<file path="config.mk">
export PLATFORM = sky130hd
export DESIGN_NAME = fir_stream_sequencer
export DESIGN_NICKNAME = d
export VERILOG_FILES = /design/src/rtl/fir_stream_sequencer.sv
export SDC_FILE = /design/constraint.sdc
export NUM_CORES = 1
export LEC_CHECK = 0
export CAP_MARGIN = 5
export CORE_MARGIN = 3
export CORE_UTILIZATION = 55
export DETAILED_ROUTE_END_ITERATION = 6
export DONT_BUFFER_PORTS = 1
export PLACE_DENSITY = 0.7
export RECOVER_POWER = 100
export SLEW_MARGIN = 20
export SYNTH_ARGS = -nofsm -noshare
export SYNTH_HDL_FRONTEND = slang
export SYNTH_SLANG_ARGS = --single-unit
</file>
<file path="constraint.sdc">
create_clock -name clk -period 2.29 [get_ports clk]
set_input_delay 0.3435 -clock clk [delete_from_list [all_inputs] [get_ports clk]]
set_output_delay 0.3435 -clock clk [all_outputs]
set_load 0.01 [all_outputs]
</file>
<file path="src/rtl/fir_stream_sequencer.sv">
// fir_stream_sequencer: zero-stuffing, flushing sample sequencer for a free-running FIR.
// Define FIR_UNDERRUN_CNT_EN to add the saturating underrun_cnt output.
module fir_stream_sequencer #(
  parameter int DATA_W  = 8,
  parameter int TAPS    = 4,
  parameter int LATENCY = 1,
  parameter int RATE_W  = 8
) (
  input  logic              clk,
  input  logic              rst,
  input  logic              enable,
  input  logic [RATE_W-1:0] rate_div,
  input  logic              flush_req,
  input  logic              s_valid,
  input  logic [DATA_W-1:0] s_data,
  output logic              s_ready,
  output logic [DATA_W-1:0] fir_x,
  input  logic [DATA_W-1:0] fir_y,
  output logic              m_valid,
  output logic [DATA_W-1:0] m_data,
  output logic              busy
`ifdef FIR_UNDERRUN_CNT_EN
  ,
  output logic [15:0]       underrun_cnt
`endif
);
  localparam int FLUSH_N = TAPS + LATENCY;
  localparam int CNT_W = $clog2(FLUSH_N + 1);
  typedef enum logic [1:0] {IDLE, RUN, FLUSH} state_t;
  state_t state, state_nx;
  logic [RATE_W-1:0] tick, tick_nx;
  logic [CNT_W-1:0] flush_cnt, flush_cnt_nx;
  logic [DATA_W-1:0] fir_x_nx;
  logic [LATENCY-1:0] vpipe;
  logic strobe, leave, take;
  assign strobe = tick == rate_div;
  assign leave = !enable || flush_req;
  // leaving RUN suppresses the strobe so nothing is accepted on the exit cycle
  assign take = state == RUN && strobe && !leave;
  assign s_ready = rst && take;
  assign busy = rst && state != IDLE;
  assign m_valid = rst && vpipe[LATENCY-1];
  assign m_data = fir_y;
  always_comb begin
    state_nx = state;
    tick_nx = '0;
    flush_cnt_nx = '0;
    fir_x_nx = '0;
    case (state)
      IDLE: state_nx = enable ? RUN : IDLE;
      RUN: begin
        state_nx = leave ? FLUSH : RUN;
        tick_nx = tick >= rate_div ? '0 : tick + 1'b1;
        fir_x_nx = take && s_valid ? s_data : '0;
      end
      FLUSH: begin
        state_nx = flush_cnt == CNT_W'(FLUSH_N - 1) ? IDLE : FLUSH;
        flush_cnt_nx = flush_cnt + 1'b1;
      end
      default: state_nx = IDLE;
    endcase
  end
  always_ff @(posedge clk) begin
    if (!rst) begin
      state <= IDLE;
      tick <= '0;
      flush_cnt <= '0;
      fir_x <= '0;
      vpipe <= '0;
    end else begin
      state <= state_nx;
      tick <= tick_nx;
      flush_cnt <= flush_cnt_nx;
      fir_x <= fir_x_nx;
      vpipe <= (vpipe << 1) | LATENCY'(state == RUN || state == FLUSH);
    end
  end
`ifdef FIR_UNDERRUN_CNT_EN
  always_ff @(posedge clk) begin
    if (!rst)
      underrun_cnt <= '0;
    else if (take && !s_valid && underrun_cnt != 16'hFFFF)
      underrun_cnt <= underrun_cnt + 1'b1;
  end
`endif
endmodule

</file>
==> impl_metrics.ini <==
[outcome]
outcome = complete, no violations

[global_routing]
grt_pass1_vias = 741
grt_max_degree = 14
overflow = 0
grt_use_total_pct = 14.9
antenna_found_initial = 0
grt_pass1_wl_um = 2890

[power]
power_density_nw_per_um2 = 632
clkPwrFrac_pct = 39.4
ir_worst_vdd_mv = 0.444
power_frac_seq_pct = 53.7
combPwrFrac_pct = 6.9
power_leakage_uw = 0.000549
swShare_pct = 19.6
p_int_uw = 588
p_switching_uw = 143

[placed_design]
place_inst = 133
dp_hpwl_um = 1420
placed_area_um2 = 1120
portBuffers = 0
place_ws_ns = 0.654
gp_congestion = 0.757

[setup_path]
cp_data_arrival_time_ns = 1.61
cp_slowest_cell = dfxtp_1
crit_type = reg -> out
path_cells = inv_1, ha_1, nand4_1, nor3_4
slowest_delay_ns = 0.44
startpoint_type = flip-flop
crit_fanout = 9
cp-end-kind = primary output
required_ns = 1.95

[clock_tree]
clk_latency_ns = 0.31
clk_pin_slew_worst_paths_ns = 0.12
cts_tree = done
cts_root_buffer = clkbuf_4
cts_resized = 0
clock-sinks = 22
numCtsBuffers = 3
cts_setup_buffers = 0
hold_buffers = 0
htreeDepth = 1
cts_buffer_depth = 2

[floorplan]
dieArea_um2 = 2680
start_util_pct = 62.5
fp.dieW_um = 51.7
dieHeight_um = 51.7
ios = 48
rows = 15
core_area_um2 = 1840

[route]
drtAntennaViolNets = 0
finalWirelength_um = 1770
drc = 0
via_per_inst = 5.52
first_iter_violations = 14
wl_per_cell_um = 12.9
vias = 756
drt_pass1_iterations = 4

[sta]
hold_viol = 0
min_period_ns = 1.95
setup_ws_ns = 0.337
relSlewSlack_pct = 60.9
tightest_slew_ns = 0.583
fin_crit_sh_pct = 85.3
finClkSkew_ns = 0.0112
setup_viol = 0
max_freq_ghz = 0.512
finalSetupTns_ns = 0
rsz0062_at_grt = no
drv_slew = 0

[synthesis]
ys_seq_area_share_pct = 38.3
syn_nets = 160
synth-edff-count = 0
synthesis.area_um2 = 1150
ys.flop_type = dfxtp_1
yosysWarningCount = 0
ys_ff_latch = 22
ys_types = 25
synthArstFlopShare_pct = 0
avgSynthCellArea_um2 = 9.91
synthCells = 116

[cells_and_area]
stdcell_count = 137
fin_util_pct = 62.9
layout.nets = 157
finish.instance_area_um2 = 1160
syn_to_final_growth_pct = 0.653
drive_above_1_share_pct = 7.14
diodes = 0

[job]
cap_violations = 0

[hold_path]
hp-class = in -> reg
==> per-stage QoR <==
stage | hold WS (ns) | total power (uW)
after floorplan | 0.417 | 463
after global placement | 0.435 | 454
after detailed placement | 0.446 | 457
after CTS | 0.154 | 744
after global routing | 0.154 | 761
final | 0.161 | 732
==> worst paths after layout <==
path	start	endpoint	slack (ns)	cells past startpoint
setup / recovery	tick[0]	s_ready	0.34	4
hold / removal	rst	flush_cnt[0]	0.16	2
setup reg to reg	tick[0]	tick[3]	0.53	6
hold reg to reg	flush_cnt[0]	flush_cnt[0]	0.46	1
==> synth_stat cells, types with 2 or more instances <==
master | n | area, um2
xnor2_1 | 2 | 17.5
inv_1 | 14 | 52.6
and2_1 | 2 | 12.5
a21oi_1 | 3 | 15.0
ha_1 | 15 | 188
buf_4 | 8 | 60.1
nor2_1 | 11 | 41.3
xor2_1 | 5 | 43.8
and3_1 | 11 | 68.8
nand2_1 | 4 | 15.0
nand4_1 | 2 | 12.5
nand3_1 | 5 | 25.0
dfxtp_1 | 22 | 440
==> cell usage in the layout, fill, tap and decap left out, types with 2 or more instances in the layout <==
| master | netlist | final |
|---|---|---|
| inv_1 | 14 | 14 |
| nand2_1 | 4 | 4 |
| xnor2_1 | 2 | 2 |
| ha_1 | 15 | 15 |
| a21oi_1 | 3 | 3 |
| xor2_1 | 5 | 5 |
| nor2_1 | 11 | 11 |
| and3_1 | 11 | 11 |
| dfxtp_1 | 22 | 22 |
| nand3_1 | 5 | 5 |
| nand4_1 | 2 | 2 |
| and2_0 | 0 | 2 |
| clkbuf_4 | 0 | 3 |
==> worst max-delay path, delay by kind of cell (launching register included) <==
kind                       cells  cell delay, ns
adders and majority gates      1            0.28
buffers and inverters          1            0.06
and+or+nand+nor                2            0.53
DFF                            1            0.44
==> area by class of cell <==
| cell class | instances | area (um2) |
|---|---|---|
| fill | 161 | 682 |
| multi-input combinational | 72 | 581 |
| sequential | 22 | 440 |
| inverter | 14 | 52.6 |
| tap | 25 | 31.3 |
| clock inverter | 1 | 30.0 |
| clock buffer | 3 | 22.5 |
==> flip-flops by register name, indices dropped and copies added (netlist names) <==
signal	cells
fir_x	8
vpipe	1
flush_cnt	3
tick	8
state	2
==> per-layer routing <==
metal | vias to the layer above | routed length, um | global-route usage [%]
met3 | 10 | 146 | 3.72
li1 | 373 | - | -
met1 | 342 | 802 | 18.1
met4 | 0 | 41 | 9.61
met5 | - | 0 | 0
met2 | 31 | 783 | 23.1
==> power groups by stage <==
stage / Clock, uW / Sequential [uW] / Combinational (uW)
floorplan: 0 / 400 / 62.3
global placement: 0 / 401 / 53.4
detailed placement: 0 / 401 / 56.1
CTS: 295 / 393 / 56.3
global route: 309 / 394 / 58.4
finish: 289 / 393 / 50.3
==> logic make-up (layout without fill, tap and decap cells) <==
| kind of cell | Yosys count | in the layout | share of synthesized area, % |
|---|---|---|---|
| buffers and inverters | 22 | 18 | 9.79 |
| AND/OR/NAND/NOR | 42 | 42 | 22.5 |
| adder cells (fa/ha/maj) | 15 | 15 | 16.3 |
| XOR/XNOR | 7 | 7 | 5.33 |
| flip-flops | 22 | 22 | 38.3 |
| AO/OA/AOI/OAI | 8 | 8 | 7.73 |
Power figures use the tool's default switching activity.
